### src/rtl/bird_flap_physics.sv
// Bird vertical physics and game-state tracker: turns debounced flap presses into
// impulses, integrates velocity/position on each frame tick, and reports play/death state.
module bird_flap_physics #(
    parameter int Y_WIDTH  = 10,
    parameter int Y_START  = 240,
    parameter int Y_MIN    = 0,
    parameter int Y_MAX    = 463,
    parameter int V_WIDTH  = 6,
    parameter int GRAVITY  = 1,
    parameter int FLAP_VEL = 8,
    parameter int VEL_MAX  = 12
) (
    input  logic                      i_Clk,
    input  logic                      i_Rst,
    input  logic                      i_Button,
    input  logic                      i_Tick,
    input  logic                      i_Collision,
    output logic [Y_WIDTH-1:0]        o_Bird_Y,
    output logic signed [V_WIDTH-1:0] o_Velocity,
    output logic                      o_Flap_Pulse,
    output logic                      o_Playing,
    output logic                      o_Game_Over
);

    localparam logic [1:0] ST_IDLE   = 2'd0;
    localparam logic [1:0] ST_FLYING = 2'd1;
    localparam logic [1:0] ST_DEAD   = 2'd2;

    localparam int YW2 = Y_WIDTH + 2;

    localparam logic [Y_WIDTH-1:0]        Y_START_C = Y_WIDTH'(Y_START);
    localparam logic [Y_WIDTH-1:0]        Y_MIN_C   = Y_WIDTH'(Y_MIN);
    localparam logic [Y_WIDTH-1:0]        Y_MAX_C   = Y_WIDTH'(Y_MAX);
    localparam logic signed [YW2-1:0]     Y_MIN_X   = YW2'(Y_MIN);
    localparam logic signed [YW2-1:0]     Y_MAX_X   = YW2'(Y_MAX);
    localparam logic signed [V_WIDTH:0]   GRAV_C    = (V_WIDTH+1)'(GRAVITY);
    localparam logic signed [V_WIDTH:0]   VMAX_C    = (V_WIDTH+1)'(VEL_MAX);
    localparam logic signed [V_WIDTH-1:0] FLAP_C    = V_WIDTH'(-FLAP_VEL);
    localparam logic signed [V_WIDTH-1:0] V_ZERO    = '0;

    logic [1:0]                state_q, state_d;
    logic [Y_WIDTH-1:0]        y_q, y_d;
    logic signed [V_WIDTH-1:0] v_q, v_d;
    logic                      pending_q, pending_d;
    logic                      prev_q;
    logic                      pulse_q;
    logic                      playing_q;
    logic                      game_over_q;

    logic                      edge_s;
    logic                      flap_s;
    logic signed [V_WIDTH:0]   v_inc_s;
    logic signed [V_WIDTH-1:0] v_next_s;
    logic signed [YW2-1:0]     y_next_s;

    // Edge detect and one tick of the physics model, computed every cycle.
    always_comb begin
        edge_s  = i_Button & ~prev_q;
        flap_s  = pending_q | edge_s;
        // One extra bit so v + GRAVITY cannot wrap before the terminal-velocity clamp.
        v_inc_s = $signed({v_q[V_WIDTH-1], v_q}) + GRAV_C;
        if (flap_s) begin
            v_next_s = FLAP_C;
        end else if (v_inc_s > VMAX_C) begin
            v_next_s = VMAX_C[V_WIDTH-1:0];
        end else begin
            v_next_s = v_inc_s[V_WIDTH-1:0];
        end
        y_next_s = $signed({2'b00, y_q})
                 + $signed({{(YW2-V_WIDTH){v_next_s[V_WIDTH-1]}}, v_next_s});
    end

    // Game state machine with position/velocity next-state selection.
    always_comb begin
        state_d   = state_q;
        y_d       = y_q;
        v_d       = v_q;
        pending_d = pending_q;
        case (state_q)
            ST_IDLE: begin
                y_d = Y_START_C;
                v_d = V_ZERO;
                if (edge_s) begin
                    state_d   = ST_FLYING;
                    pending_d = 1'b1;
                end else begin
                    pending_d = 1'b0;
                end
            end
            ST_FLYING: begin
                if (i_Collision) begin
                    state_d   = ST_DEAD;
                    pending_d = 1'b0;
                end else if (i_Tick) begin
                    pending_d = 1'b0;
                    if (y_next_s <= Y_MIN_X) begin
                        y_d = Y_MIN_C;
                        v_d = V_ZERO;
                    end else if (y_next_s >= Y_MAX_X) begin
                        y_d     = Y_MAX_C;
                        v_d     = V_ZERO;
                        state_d = ST_DEAD;
                    end else begin
                        y_d = y_next_s[Y_WIDTH-1:0];
                        v_d = v_next_s;
                    end
                end else if (edge_s) begin
                    pending_d = 1'b1;
                end else begin
                    pending_d = pending_q;
                end
            end
            ST_DEAD: begin
                if (edge_s) begin
                    state_d   = ST_IDLE;
                    y_d       = Y_START_C;
                    v_d       = V_ZERO;
                    pending_d = 1'b0;
                end else begin
                    pending_d = 1'b0;
                end
            end
            default: begin
                state_d   = ST_IDLE;
                y_d       = Y_START_C;
                v_d       = V_ZERO;
                pending_d = 1'b0;
            end
        endcase
    end

    // State, physics and registered output decode; button history resets high.
    always_ff @(posedge i_Clk) begin
        if (i_Rst) begin
            state_q     <= ST_IDLE;
            y_q         <= Y_START_C;
            v_q         <= V_ZERO;
            pending_q   <= 1'b0;
            prev_q      <= 1'b1;
            pulse_q     <= 1'b0;
            playing_q   <= 1'b0;
            game_over_q <= 1'b0;
        end else begin
            state_q     <= state_d;
            y_q         <= y_d;
            v_q         <= v_d;
            pending_q   <= pending_d;
            prev_q      <= i_Button;
            pulse_q     <= edge_s;
            playing_q   <= (state_d == ST_FLYING);
            game_over_q <= (state_d == ST_DEAD);
        end
    end

    assign o_Bird_Y     = y_q;
    assign o_Velocity   = v_q;
    assign o_Flap_Pulse = pulse_q;
    assign o_Playing    = playing_q;
    assign o_Game_Over  = game_over_q;

endmodule

### config.mk
export PLATFORM = sky130hd
export DESIGN_NAME = bird_flap_physics
export DESIGN_NICKNAME = d
export VERILOG_FILES = /design/src/rtl/bird_flap_physics.sv
export SDC_FILE = /design/constraint.sdc
export NUM_CORES = 1
export LEC_CHECK = 0
export BUFFER_PORTS_ARGS = -buffer_cell sky130_fd_sc_hd__buf_2
export CORE_MARGIN = 3
export CORE_UTILIZATION = 45
export CTS_CLUSTER_DIAMETER = 120
export DETAILED_ROUTE_END_ITERATION = 10
export PLACE_DENSITY = 0.69
export SLEW_MARGIN = 5
export SYNTH_ARGS = -nofsm -noshare
export SYNTH_HDL_FRONTEND = slang
export SYNTH_SLANG_ARGS = --single-unit
### constraint.sdc
create_clock -name i_Clk -period 7.92 [get_ports i_Clk]
set_input_delay 0.396 -clock i_Clk [delete_from_list [all_inputs] [get_ports i_Clk]]
set_output_delay 0.396 -clock i_Clk [all_outputs]
set_load 0.05 [all_outputs]
==> results.yml, run 1 <==
clocking:
  cts_buffer_depth: 2
  cts.clk_slew.worst_paths_ns: 0.09
  numCtsBuffers: 3
  hold_buffers: 0
  cts_resized: 0
  clock-sinks: 23
  clock_latency_ns: 0.27
  htreeDepth: 1
  cts_tree: "built"
  post_cts_buffers: 0
  root_buffer: "clkbuf_8"
sta:
  fin_worst_skew_ns: 0.00565
  max_clock_freq_ghz: 0.238
  fin_crit_sh_pct: 53.1
  finalSetupTns_ns: 0
  slew_headroom_pct: 59.8
  period_minus_slack_ns: 4.21
  tightestPinTransition_ns: 0.594
  setup-violations-final: 0
  finalHoldViolations: 0
  drv_slew: 0
  rsz0062_at_grt: "false"
pwr:
  p_leak_nw: 0.803
  p_sw_w: 0.0000894
  ir_drop_uv: 120
  clkPwrFrac_pct: 28.1
  p_seq_share_pct: 44.8
  p_per_area_mw_per_mm2: 136
  p_int_w: 0.000180
  p_comb_share_pct: 27.0
  sw_frac_of_total_pct: 33.2
die:
  top_level_ports: 24
  die_y_um: 68.8
  rows: 22
  die_area_mm2: 0.00473
  start_util_pct: 47.7
  fp.coreArea_mm2: 0.00372
  die_w_um: 68.8
cells_and_area:
  fin_area_mm2: 0.00198
  nets: 263
  antenna-diode-count: 0
  post_route_cells_drive_above_1_share_pct: 13.8
  syn_to_final_growth_pct: 11.7
  fillers: 369
critical_path:
  crit_type: "reg2reg"
  crit_path_max_fanout: 9
  crit_top_cell: "ha_1"
  critical-path-max-stage-delay_ns: 0.48
  critical-path-top-delay-family: "compound AO/OA/AOI/OAI gates"
  crit_path_end_kind: "register"
  worstPathRequired_ns: 8.10
  crit_arrival_ns: 4.38
  crit_slowest_cell: "dfxtp_1"
  crit_buf_inv: 0
  cp-start-kind: "register"
  path_cells: "ha_1 -> and3_1 -> a311o_1 -> o211a_4 -> nor2b_1 -> ha_1 -> ha_1 -> a31oi_4 -> o211a_1 -> o41a_1 -> or3_4 -> a21oi_4 -> a31oi_4 -> and3b_1 -> a41o_1"
placed_design:
  postPlaceCellArea_mm2: 0.00193
  portBuffers: 23
  hpwl_um: 3300
  gp_congestion: 0.841
yosys:
  synth_top_area_share_pct: 26.0
  synth-edff-count: 0
  synth_seq_cells: 23
  synthMuxAreaShare_pct: 0.565
  synth-simple-area-share_pct: 27.5
  synth_commonest_cells: "nand2_1, dfxtp_1, a21oi_1, nor2_1, ha_1"
  synth_nets: 238
  syn_area_mm2: 0.00177
  netlist_instances: 222
  synth-seq-area-share_pct: 26.0
  yosys.area.top_type: "dfxtp_1"
  yosys.cell_types.count: 52
  synthAdderAreaFrac_pct: 7.76
  synthArstFlopShare_pct: 0
  synth_top_family_by_area: "compound AO/OA/AOI/OAI gates"
  avgSynthCellArea_um2: 7.99
  synth_xor_area_share_pct: 5.93
  synth_area_leaders: "dfxtp_1, ha_1, a21oi_1"
  synth_compound_gate_area_share_pct: 29.2
  yosysMostFrequentCell: "nand2_1"
  synth_flop_cell: "dfxtp_1"
  yosys_warnings: 0
routing:
  drt-pass1-iter-count: 4
  routed_wl_um: 4220
  drcViolationCount: 0
  ant_nets: 0
  vias: 1693
  drtIter0Drc: 64
  avgRoutedWirePerCell_um: 14.4
  vias_per_cell: 5.76
grt:
  grt_pass1_vias: 1423
  grt-ovfl-total: 0
  grt_max_degree: 17
  antenna_found_initial: 0
  grtUsageTotal_pct: 19.2
  grt_pass1_wl_um: 6710
min_path:
  hold_path_class: "in2reg"
run_status:
  status: "completed"
run:
  cap_violations: 0
cell families after synthesis:
group	after synthesis
and+or+nand+nor	91
AOI/OAI and AO/OA	71
adders and majority gates	11
muxes	1
xor gates and xnor gates	12
buffers and inverters	13
DFF	23
cell usage in the layout (no fill, tap or decap), drive strengths merged, types with 2 or more instances in the layout:
cell type	instances
a2111o	2
a21o	7
a21oi	21
a22o	2
a31oi	9
and2	5
and3	3
and4	3
buf	23
clkbuf	3
dfxtp	23
ha	11
inv	10
nand2	25
nand2b	10
nand3	6
nand4	4
nand4b	2
nor2	16
nor2b	5
nor3	2
nor4	3
o211a	2
o211ai	4
o21a	3
o21ai	11
or3	2
xnor2	8
xor2	4
power by group through the flow:
stage / clock network [W] / logic [W] / registers, W
finish: 0.0000758 / 0.0000729 / 0.000121
global route: 0.0000839 / 0.0000807 / 0.000121
CTS: 0.0000777 / 0.0000722 / 0.000121
detailed placement: 0 / 0.0000717 / 0.000123
global placement: 0 / 0.0000721 / 0.000123
floorplan: 0 / 0.0000520 / 0.000129
layer usage:
metal  GRT usage [%]  vias to the layer above  wire [um]
met5               0                        -          0
li1                -                      874          -
met3            2.92                        9        133
met1            28.3                      778       2200
met4            6.57                        0         72
met2            28.1                       32       1810
per-stage QoR:
step                hold WS, ns  setup slack, ns  util [%]  cells  total power [W]
finish                    0.308             3.71      53.3    294         0.000269
global route              0.305             3.44      53.3    294         0.000286
CTS                       0.307             3.73      53.3    294         0.000271
detailed placement        0.471             3.76      52.0    290         0.000195
global placement          0.468             3.78      52.0    290         0.000196
floorplan                 0.468             3.74         -    222         0.000181
registers in the layout, indices dropped and copies added (netlist names):
register and cells:
o_Game_Over 1, pending_q 1, o_Velocity 6, o_Playing 1, o_Bird_Y 10, prev_q 1, o_Flap_Pulse 1, state_q 2
worst paths after layout:
path / depth (start not counted) / to / slack (ns) / start
max: 15 / o_Velocity[0] / 3.71 / o_Velocity[0]
min: 2 / prev_q / 0.31 / i_Button
max reg2reg: 15 / o_Velocity[0] / 3.71 / o_Velocity[0]
min reg2reg: 2 / o_Bird_Y[9] / 0.48 / o_Bird_Y[9]
layout make-up:
cell class	instances	area [um^2]	area share, %
timing repair buffer	23	115	5.81
clock buffer	3	41.3	2.08
tap	48	60.1	3.03
multi-input combinational	186	1260	63.6
inverter	10	37.5	1.90
clock inverter	1	7.51	0.379
sequential	23	460	23.2
(Power assumes the default switching activity.)
==> inputs of run 2 (changes only) <==
Settings changed: ABC_AREA set to 1, PLACE_DENSITY 0.69 to 0.68.
Clock period 7.92 ns to 4.03 ns, I/O delays scaled along.
==> run 2 against run 1 <==
  * Largest power group unchanged
  * Flip-flop and latch count is the same
  * Critical path depth increased by 1
  * Area after synthesis grew 13%
  * Sequential power up 95%
  * Register-to-register slack got worse by 3.1 ns
  * Non-clock buffer count grew 2
  * Utilization fell by 0.13 points
==> results.yml, run 2 <==
run_status:
  status: "completed"
critical_path:
  crit_path_max_fanout: 7
  r2r-end: "o_Bird_Y[2]"
  worstPathRequired_ns: 4.22
  cp-start-kind: "register"
  crit_arrival_ns: 3.63
  rrSetupSlack_ns: 0.59
  crit_path_end_kind: "register"
  r2r_cells: 16
  crit_type: "reg2reg"
  reg2reg_from: "o_Velocity[0]"
placed_design:
  portBuffers: 23
  gp_congestion: 0.859
  hpwl_um: 3650
sta:
  fin_crit_sh_pct: 85.5
  rsz0062_at_grt: "false"
  finalSetupTns_ns: 0
  max_clock_freq_ghz: 0.290
  fin_worst_skew_ns: 0.00209
  setup-violations-final: 0
  drv_slew: 0
  period_minus_slack_ns: 3.44
  tightestPinTransition_ns: 0.422
  whs_ns: 0.144
  slew_headroom_pct: 71.8
  finalHoldViolations: 0
die:
  fp.coreArea_mm2: 0.00414
  die_w_um: 72.9
  die_area_mm2: 0.00531
  rows: 23
  top_level_ports: 24
  start_util_pct: 48.6
  die_y_um: 72.9
yosys:
  synthArstFlopShare_pct: 0
  synth-seq-area-share_pct: 22.9
  netlist_instances: 311
  synth_flop_cell: "dfxtp_1"
  yosysMostFrequentCell: "nand2_1"
  syn_area_mm2: 0.00201
  synth_seq_cells: 23
  synth-edff-count: 0
  avgSynthCellArea_um2: 6.47
  synth_commonest_cells: "nand2_1, inv_1, nand3_1, nor2_1"
  synth_area_leaders: "dfxtp_1, nand2_1, nand3_1"
  yosys.area.top_type: "dfxtp_1"
  synth_nets: 327
  synth_top_area_share_pct: 22.9
  yosys.cell_types.count: 35
  yosys_warnings: 0
clocking:
  root_buffer: "clkbuf_8"
  cts_tree: "built"
  htreeDepth: 1
  cts_resized: 0
  cts.clk_slew.worst_paths_ns: 0.08
  clock-sinks: 23
  hold_buffers: 0
  numCtsBuffers: 3
  post_cts_buffers: 0
  cts_buffer_depth: 2
  clock_latency_ns: 0.26
routing:
  vias_per_cell: 5.05
  vias: 1940
  avgRoutedWirePerCell_um: 11.8
  routed_wl_um: 4530
  ant_nets: 0
  drcViolationCount: 0
  drtIter0Drc: 94
  drt-pass1-iter-count: 4
grt:
  grt-ovfl-total: 0
  grt_pass1_wl_um: 7990
  grt_max_degree: 24
  grt_pass1_vias: 1799
  antenna_found_initial: 0
  grtUsageTotal_pct: 18.6
cells_and_area:
  largest_reg_flops: 10
  syn_to_final_growth_pct: 9.51
  nets: 351
  ff_latch_area_um2: 460
  fillers: 431
  final_common_cell: "nand2_1"
  antenna-diode-count: 0
  multi_input_area_mm2: 0.00135
  final_cell_mix: "nand2_1, inv_1, nand3_1"
  post_route_cells_drive_above_1_share_pct: 20.7
pwr:
  ir_drop_uv: 182
  p_per_area_mw_per_mm2: 250
  p_leak_nw: 1.13
run:
  cap_violations: 0
min_path:
  min_from: "i_Button"
  hold_path_class: "in2reg"
  worstHoldEndpoint: "prev_q"
  hold_depth: 2
## run 2: worst max path at each step
stage | start | endpoint | slack, ns | cells after the start
6_report | o_Velocity[0] | o_Bird_Y[2] | 0.59 | 16
5_1_grt | o_Velocity[0] | o_Bird_Y[6] | 0.15 | 21
3_5_place_dp | o_Velocity[0] | o_Bird_Y[6] | 0.62 | 21
2_1_floorplan | o_Velocity[0] | o_Bird_Y[2] | 0.47 | 21
3_3_place_gp | o_Velocity[0] | o_Bird_Y[6] | 0.72 | 21
4_1_cts | o_Velocity[0] | o_Bird_Y[2] | 0.59 | 16
## run 2: report_power, final
part           internal (W)  total (W)  switching (W)
Combinational     0.0000541   0.000172       0.000118
Sequential         0.000232   0.000236     0.00000408
Clock             0.0000690   0.000143      0.0000741
## run 2: area by class of cell
class | count | area share [%]
Multi-Input combinational cell | 242 | 61.4
Sequential cell | 23 | 20.9
Inverter | 40 | 6.81
Timing Repair Buffer | 25 | 5.91
Tap cell | 50 | 2.84
Clock buffer | 3 | 1.87
Clock inverter | 1 | 0.227
## run 2: kinds of logic after synthesis
kind of cell             synth area share, %
AND/OR/NAND/NOR                         48.1
buffers and inverters                   9.83
AO/OA/AOI/OAI                           9.83
flip-flops                              22.9
adder cells (fa/ha/maj)                 6.84
XOR/XNOR                                2.55
## run 2: worst max-delay path: stages (launching register included)
cell and delay, ns:
dfxtp_1 0.45, ha_1 0.27, nand3_1 0.14, xor2_2 0.19, o21ai_0 0.24, ha_1 0.35
a21oi_1 0.31, o21ai_1 0.14, a311oi_1 0.23, nand2_1 0.10, nor2_1 0.13, inv_1 0.05
nand2_1 0.15, inv_2 0.09, nor3_4 0.28, nand2_1 0.08, a21oi_1 0.16
## run 2: routing by layer
metal / global-route usage, % / vias to the layer above / part of all wire, %
met5: 0 / - / 0
met4: 3.48 / 0 / 0.51
met3: 3.44 / 2 / 4.1
met2: 30.4 / 41 / 46
met1: 25.7 / 848 / 50
li1: - / 1049 / -
## run 2: metrics by stage
stage / cell area (um^2) / utilization [%] / worst slack [ns] / total power [W] / cells
floorplan: 2010 / - / 0.474 / 0.000385 / 311
global placement: 2160 / 52.1 / 0.723 / 0.000412 / 380
detailed placement: 2160 / 52.1 / 0.621 / 0.000413 / 380
CTS: 2200 / 53.2 / 0.594 / 0.000557 / 384
global route: 2200 / 53.2 / 0.151 / 0.000594 / 384
finish: 2200 / 53.2 / 0.585 / 0.000552 / 384
